==> config.mk <==
export PLATFORM = sky130hd
export DESIGN_NAME = fetcher
export DESIGN_NICKNAME = d
export VERILOG_FILES = /design/src/rtl/fetcher.sv
export SDC_FILE = /design/constraint.sdc
export NUM_CORES = 1
export LEC_CHECK = 0
export ABC_AREA = 1
export CORE_MARGIN = 2
export CORE_UTILIZATION = 35
export DETAILED_ROUTE_END_ITERATION = 8
export HOLD_SLACK_MARGIN = 0.1
export PLACE_DENSITY = 0.61
export SETUP_SLACK_MARGIN = 0.05
export SYNTH_ARGS = -nofsm -noshare
export SYNTH_HDL_FRONTEND = slang
export SYNTH_SLANG_ARGS = --single-unit
export TNS_END_PERCENT = 100
==> constraint.sdc <==
create_clock -name clk -period 4.9 [get_ports clk]
set_input_delay 0.735 -clock clk [delete_from_list [all_inputs] [get_ports clk]]
set_output_delay 0.735 -clock clk [all_outputs]
set_load 0.02 [all_outputs]
==> src/rtl/fetcher.sv <==
`default_nettype none
// ============================================================================
// Module      : fetcher
// Description : Instruction fetch/issue unit. Reads a 4-word instruction
//               (header + 3 argument words) from a 1-cycle-latency memory,
//               decodes the header into one-hot command flags and presents
//               the command to the executor until it signals completion,
//               then advances the PC sequentially or by a jump offset.
// Ports       : clk, rst               - clock, synchronous active-high reset
//               imem_addr / imem_rdata - instruction memory word port
//               exe_flag, cmd_flags,
//               cmd_args               - command presented to the executor
//               ready_flag, jmp_flag,
//               new_exe_addr_offset    - executor completion / branch result
//               pc, halted, error      - status
// Revision    : 1.0 - initial release
// ============================================================================
module fetcher #(
    parameter int unsigned              ADDRESS_SIZE  = 32,
    parameter int unsigned              WORD_SIZE     = 32,
    parameter logic [ADDRESS_SIZE-1:0]  RESET_PC      = '0,
    parameter int unsigned              READY_TIMEOUT = 255
) (
    input  logic                      clk,
    input  logic                      rst,
    output logic [ADDRESS_SIZE-1:0]   imem_addr,
    input  logic [WORD_SIZE-1:0]      imem_rdata,
    output logic                      exe_flag,
    output logic [5:0]                cmd_flags,
    output logic [3*WORD_SIZE-1:0]    cmd_args,
    input  logic                      ready_flag,
    input  logic                      jmp_flag,
    input  logic [ADDRESS_SIZE-1:0]   new_exe_addr_offset,
    output logic [ADDRESS_SIZE-1:0]   pc,
    output logic                      halted,
    output logic                      error
);

    localparam logic [1:0]  c_ST_FETCH     = 2'd0;
    localparam logic [1:0]  c_ST_ISSUE     = 2'd1;
    localparam logic [1:0]  c_ST_HALT      = 2'd2;
    localparam logic        c_TIMEOUT_EN   = (READY_TIMEOUT != 0);
    localparam logic [31:0] c_TIMEOUT_LAST = 32'(READY_TIMEOUT - 1);
    localparam logic [ADDRESS_SIZE-1:0] c_SEQ_STEP = ADDRESS_SIZE'(4);

    logic [1:0]                 r_state;
    logic [2:0]                 r_k;
    logic [ADDRESS_SIZE-1:0]    r_pc;
    logic [5:0]                 r_hdr_flags;
    logic [WORD_SIZE-1:0]       r_w1;
    logic [WORD_SIZE-1:0]       r_w2;
    logic [31:0]                r_wait;
    logic                       r_exe;
    logic [5:0]                 r_cmd_flags;
    logic [3*WORD_SIZE-1:0]     r_cmd_args;
    logic                       r_halted;
    logic                       r_error;

    logic [5:0]                 w_hdr_bits;
    logic                       w_onehot;

    assign w_hdr_bits = imem_rdata[5:0];
    // Exactly one bit set: nonzero and clearing the lowest set bit leaves zero.
    assign w_onehot   = (w_hdr_bits != 6'd0) &&
                        ((w_hdr_bits & (w_hdr_bits - 6'd1)) == 6'd0);

    // Address runs one word ahead of capture: k=0..3 addresses pc..pc+3,
    // the data for address k is captured on the edge that leaves k+1.
    assign imem_addr = r_pc + {{(ADDRESS_SIZE-3){1'b0}}, r_k};

    always_ff @(posedge clk) begin
        if (rst) begin
            r_state     <= c_ST_FETCH;
            r_k         <= 3'd0;
            r_pc        <= RESET_PC;
            r_hdr_flags <= 6'd0;
            r_w1        <= '0;
            r_w2        <= '0;
            r_wait      <= 32'd0;
            r_exe       <= 1'b0;
            r_cmd_flags <= 6'd0;
            r_cmd_args  <= '0;
            r_halted    <= 1'b0;
            r_error     <= 1'b0;
        end else begin
            case (r_state)
                c_ST_FETCH: begin
                    case (r_k)
                        3'd0: r_k <= 3'd1;
                        3'd1: begin
                            // Header word arrives; HALT bit takes precedence
                            // over the one-hot legality check.
                            if (imem_rdata[WORD_SIZE-1]) begin
                                r_state  <= c_ST_HALT;
                                r_halted <= 1'b1;
                            end else if (!w_onehot) begin
                                r_state  <= c_ST_HALT;
                                r_halted <= 1'b1;
                                r_error  <= 1'b1;
                            end else begin
                                r_hdr_flags <= w_hdr_bits;
                                r_k         <= 3'd2;
                            end
                        end
                        3'd2: begin
                            r_w1 <= imem_rdata;
                            r_k  <= 3'd3;
                        end
                        3'd3: begin
                            r_w2 <= imem_rdata;
                            r_k  <= 3'd4;
                        end
                        default: begin
                            // Last argument word: publish the whole command
                            // at once so the executor never sees a partial one.
                            r_cmd_args  <= {imem_rdata, r_w2, r_w1};
                            r_cmd_flags <= r_hdr_flags;
                            r_exe       <= 1'b1;
                            r_wait      <= 32'd0;
                            r_k         <= 3'd0;
                            r_state     <= c_ST_ISSUE;
                        end
                    endcase
                end

                c_ST_ISSUE: begin
                    if (ready_flag) begin
                        r_exe       <= 1'b0;
                        r_cmd_flags <= 6'd0;
                        r_pc        <= jmp_flag ? (r_pc + new_exe_addr_offset)
                                                : (r_pc + c_SEQ_STEP);
                        r_state     <= c_ST_FETCH;
                    end else if (c_TIMEOUT_EN && (r_wait == c_TIMEOUT_LAST)) begin
                        r_exe       <= 1'b0;
                        r_cmd_flags <= 6'd0;
                        r_halted    <= 1'b1;
                        r_error     <= 1'b1;
                        r_state     <= c_ST_HALT;
                    end else begin
                        r_wait <= r_wait + 32'd1;
                    end
                end

                default: begin
                    // Absorbing until reset.
                    r_exe       <= 1'b0;
                    r_cmd_flags <= 6'd0;
                end
            endcase
        end
    end

    assign exe_flag  = r_exe;
    assign cmd_flags = r_cmd_flags;
    assign cmd_args  = r_cmd_args;
    assign pc        = r_pc;
    assign halted    = r_halted;
    assign error     = r_error;

endmodule
`default_nettype wire
# Yosys cells after proc, flatten, opt, wreduce, memory -nomap -nowiden

Index checks and enable logic that the tools add are counted.

Register bits: 244
Bits of input ports: 68
Output and inout port bits: 169
Word-level logic and storage cells: 88

Add/subtract/negate cells: 5
Eq/ne operators: 18
Muxes and demuxes: 31
Bitwise gates (word level): 3
Reduce and logical (&&, ||, !) cells: 19

Operator list:

| cell                                                                    | number |
|---|---|
| 32-bit 2-to-1 mux                                                       | 4 |
| 32-bit one-hot mux with 2 select lines                                  | 1 |
| 32-bit by 1-bit adder with 32-bit output (second input constant)        | 1 |
| 32-bit by 3-bit adder with 32-bit output                                | 1 |
| 32-bit by 3-bit adder with 32-bit output (second input constant)        | 1 |
| 32-bit adder                                                            | 1 |
| 32-bit by 8-bit equality test with 1-bit output (second input constant) | 1 |
| 6-bit 2-to-1 mux                                                        | 3 |
| 2-bit inequality test (second input constant)                           | 9 |
| 3-bit one-hot mux with 4 select lines                                   | 1 |
| 6-bit one-hot mux with 2 select lines                                   | 1 |
| 4-bit AND reduction                                                     | 3 |
| 1-bit 2-to-1 mux                                                        | 10 |
| 2-bit AND reduction                                                     | 5 |
| 2-bit 2-to-1 mux                                                        | 4 |
| 2-bit one-hot mux with 2 select lines                                   | 2 |
| 6-bit AND                                                               | 1 |
| 3-bit by 2-bit equality test with 1-bit output (second input constant)  | 2 |
| 6-bit zero test                                                         | 1 |
| 3-bit 2-to-1 mux                                                        | 2 |
| 3-bit inequality test (second input constant)                           | 2 |
| 1-bit one-hot mux with 2 select lines                                   | 3 |
| 6-bit AND reduction                                                     | 1 |
| 6-bit nonzero test                                                      | 1 |
| 14 further kinds                                                        | 15 |

# Depth between registers and ports, before layout

Gate-level depths: netlist (run 1).

Depth in word-level cells: 8
Depth in mapped cells: 13
Gate-level depth less buffers: 13

# Worst setup path after synthesis (run 1)

Ideal clock, no wire load.

Path kind: reg-to-output
Start point: reg r_pc[0], in the netlist pc[0]
End point: out imem_addr[24]
Data arrival time: 2.361 ns
Required time: 4.165 ns
Slack: 1.804 ns
Stages on the path, launching flop included: 12
Path buffers: 0
Cell sequence: dfxtp_1 -> ha_1 -> inv_1 -> fa_1 -> o21ai_2 -> nand2_1 -> nor2_1 -> nand2_1 -> nor2_4 -> nand2_1 -> nor2_1 -> xor2_1

Cells in the longest elaborated chain, start to end: 1

Ends and longest elaborated chain:

| item                                     | line | RTL |
|---|---|---|
| from (decl)                              | 48   | `logic [ADDRESS_SIZE-1:0] r_pc;` |
| from (signal assigned)                   | 130  | `r_pc <= jmp_flag ? (r_pc + new_exe_addr_offset)` |
| 32-bit by 3-bit adder with 32-bit output | 69   | `assign imem_addr = r_pc + {{(ADDRESS_SIZE-3){1'b0}}, r_k};` |
| to (decl)                                | 26   | `output logic [ADDRESS_SIZE-1:0] imem_addr,` |

Every way passes these cells.

# Worst setup path after layout (run 1)

Start point: reg r_k[0]
End point: out imem_addr[26]

Cells in the longest elaborated chain, start to end: 1

Ends and longest elaborated chain:

| item                                     | line | RTL |
|---|---|---|
| from (decl)                              | 47   | `logic [2:0] r_k;` |
| from (signal assigned)                   | 74   | `r_k <= 3'd0;` |
| from (signal assigned)                   | 89   | `3'd0: r_k <= 3'd1;` |
| from (signal assigned)                   | 102  | `r_k <= 3'd2;` |
| 32-bit by 3-bit adder with 32-bit output | 69   |  |

Every way passes these cells.

==> results of run 1 <==
## area by class of cell
class / count / share of cell area (%)
Antenna cell: 1 / 0.01447
Clock buffer: 40 / 4.717
Clock inverter: 12 / 1.092
Inverter: 256 / 5.571
Multi-Input combinational cell: 1518 / 42.52
Sequential cell: 244 / 28.24
Tap cell: 518 / 3.748
Timing Repair Buffer: 245 / 14.09
## state kept, by name (all words and copies together), names as in the netlist, 3 cells and up
| name | flops |
|---|---|
| pc | 32 |
| r_wait | 32 |
| cmd_args | 96 |
| r_w2 | 32 |
| r_hdr_flags | 6 |
| cmd_flags | 6 |
| r_w1 | 32 |
| r_k | 3 |
## worst max path at each step
stage | start | end | slack, ns | cells after the start
detailed placement | r_k[0] | imem_addr[26] | 1.14 | 11
floorplan | pc[0] | imem_addr[24] | 1.80 | 11
CTS | r_k[0] | imem_addr[26] | 0.51 | 11
global placement | pc[0] | imem_addr[26] | 1.23 | 11
finish | r_k[0] | imem_addr[26] | 0.48 | 11
global route | r_k[0] | imem_addr[26] | 0.30 | 11
## power breakdown
part	leakage (uW)	switching (uW)	total [uW]	internal, uW
Combinational	0.00484	1400	2190	789
Clock	0.000497	905	2280	1370
Sequential	0.00197	232	2490	2260
## metrics by stage
step                cell area, um2  hold WS (ns)
floorplan                    13540        0.4297
global placement             16290        0.4393
detailed placement           16290        0.4440
CTS                          17290        0.4516
global route                 17290        0.4643
finish                       17290        0.4508
## critical path, cell delays in order, from the launching register on
cell             delay [ns]
dfxtp_1                0.39
ha_1                   0.19
inv_1                  0.06
fa_1                   0.42
o21ai_2                0.17
nand2_1                0.13
nor2_1                 0.23
nand2_1                0.18
nor2_1                 0.31
nand2_1                0.12
xor2_1                 0.25
clkdlybuf4s50_1        0.66
## cell families (layout without fill, tap and decap cells)
family	after synthesis	count (layout)	share of synthesized area, %
AOI/OAI and AO/OA	432	432	16.28
xor gates and xnor gates	63	63	4.075
adders and majority gates	39	39	3.715
buffers and inverters	338	553	9.675
DFF	244	244	36.07
other	0	1	0
and+or+nand+nor	984	984	30.18
## layer usage
| layer | wire length [um] | share of wire [%] | up-vias | global-route usage [%] |
|---|---|---|---|---|
| li1 | - | - | 7101 | - |
| met1 | 21390 | 46 | 6415 | 30.41 |
| met2 | 20010 | 43 | 419 | 35.28 |
| met3 | 4114 | 8.8 | 71 | 6.883 |
| met4 | 1251 | 2.7 | 2 | 6.323 |
| met5 | 13 | 0.028 | - | 0 |
## placed cells by master, fill, tap and decap left out, types with 2 or more instances in the layout
cell / n
o21ai_2: 2
nand3_1: 116
nor3_1: 25
nor2_4: 7
clkbuf_16: 28
a31oi_1: 4
nor3_2: 4
bufinv_16: 4
nand4_1: 17
inv_2: 6
nand2_2: 5
clkbuf_8: 7
nor2_1: 324
clkinv_2: 6
clkbuf_1: 5
xor2_1: 48
nand3b_1: 2
nand2_1: 461
fa_1: 2
xnor2_1: 15
o21bai_1: 4
buf_4: 8
o211ai_1: 2
dfxtp_1: 244
inv_1: 248
o21ai_0: 219
a211oi_1: 2
nand3_2: 4
nor2_2: 14
clkdlybuf4s50_1: 235
ha_1: 37
and2_1: 2
a21oi_1: 195
==> summary.md, run 1 <==
| Metric | Value |
|---|---|
| Hold Fails Final Rpt | `0` |
| TritonCTS Buffers | `28` |
| Launching point of the worst reg2reg path | `r_k[1]` |
| First-pass GRT wire length | `between 70 and 80 mm` |
| Worst slack at placement | `1.140 ns` |
| Synth top cells by count | `nand2_1, nor2_1, inv_1, dfxtp_1, o21ai_0` |
| Synth unique cells | `39` |
| Critical R2R Capture | `r_w2[27]` |
| Post-CTS sizing | `0` |
| Period utilization | `roughly 90%` |
| Final Non-Filler Cells | `between 2000 and 3000` |
| Final worst setup slack | `around 0.48 ns` |
| # IOs | `between 200 and 250` |
| RSZ-0062 raised after global routing | `false` |
| Largest net degree at the start of global routing | `between 150 and 200` |
| Layout cells sized above 1 | `approximately 4.4%` |
| Post-synthesis async set-or-reset flop share | `0%` |
| Total global routing overflow | `0` |
| VDD IR-drop max | `roughly 0.27 mV` |
| GRT Resource Usage Total | `a little under a quarter` |
| Final setup vio count | `0` |
| Worst Reg-to-Reg Cells | `8` |
| Clk_lat worst skew | `roughly 0.57 ns` |
| CP Capture Type | `primary output` |
| Max Fclk | `about 230 MHz` |
| Via-per-instance ratio | `about 5` |
| Leakage | `roughly 0.0073 uW` |
| Hold Path Depth | `2` |
| DP HPWL | `~34 mm` |
| Max_slew headroom | `a little over a third` |
| Status | `finished, final reports clean` |
| Routed WL | `between 40 and 50 mm` |
| Post-route ant nets | `0` |
| Initial antenna violation count | `1` |
| Register Area | `between 4000 and 5000 um2` |
| CTS H-tree depth | `1` |
| Crit Path Class | `reg2out` |
| Pwr Total | `slightly below 7000 uW` |
| Power per cell area | `402.1 nW/um2` |
| Hold crit path type | `reg2reg` |
| Max Fanout on Critical Path | `4` |
| CTS Hold Bufs | `0` |
| Vias in the first global route | `approximately 13000` |
| CP required | `approximately 4.2 ns` |
| DRT Pass-1 Iters | `5` |
| Most common flop cell mapped by yosys | `dfxtp_1` |
| Worst-case hold path end point | `r_w1[4]` |
| Arr. time, crit path | `~3.7 ns` |
| Synth warnings | `0` |
| DRC errors left | `0` |
| Multi-input logic area | `about 7400 um2` |
| Final GP Congestion | `around 0.94` |
| Worst R2R Setup Slack | `between 2 and 2.5 ns` |
| EDFF count, synth | `0` |
| Die boundary height | `between 200 and 250 um` |
| Die ar. | `40280 um2` |
| Vias | `approximately 14000` |
| Leading area contributor after synthesis | `dfxtp_1` |
| Initial Util | `a little over a third` |
| Count leader, synth | `nand2_1` |
| Mean post-synth cell area | `approximately 6.4 um2` |
| Main area contributors after synthesis | `dfxtp_1, nand2_1, nor2_1, o21ai_0, a21oi_1` |
| Post-synth top area share | `~36%` |
| Nets | `2400` |
| Placed Cells | `2781` |
| Min Tclk post-route | `~4.4 ns` |
| Setup TNS | `0 ns` |
| Initial DRC Count | `around 1200` |
| Slew Limit Fails | `0` |
| Number of max-cap violations | `0` |
| Port Buffers | `~240` |
| Clock Skews | `0.01290 ns` |
| Core area | `around 38000 um2` |
| Die extent in x | `around 200 um` |
| Row cnt | `72` |
| Per-cell routed wire length | `~17 um` |
| CTS sink count | `approximately 240` |
| Worst Setup Start Kind | `register` |
| Root buf cell | `clkbuf_16` |
| Synthesis-to-layout area growth | `27.72%` |
| Seq/Total Area, Yosys | `between 30% and 40%` |
| Setup Buffers After CTS | `0` |
| Cell count after synthesis | `2100` |
| Clk buf depth | `3` |
| Fillers | `3986` |
| Least-Margin Pin Slew | `0.9701 ns` |
| CTS clk-pin slew, worst paths | `roughly 0.06 ns` |
| Layout Utilization | `between 40% and 50%` |
| TritonCTS clock tree | `done` |
| Synthesis-stage register bit count | `between 200 and 250` |
| Hold wc startpoint | `r_w1[4]` |
| Syn nets | `about 2200` |
| Mapped Area | `around 14000 um2` |
No activity file was read; power rests on OpenSTA's default activity.
==> run 2: changes to the inputs <==
Settings changed: SLEW_MARGIN set to 20.
==> results of run 2 <==
No change in the layout: final DEF, timing and power equal those of run 1.
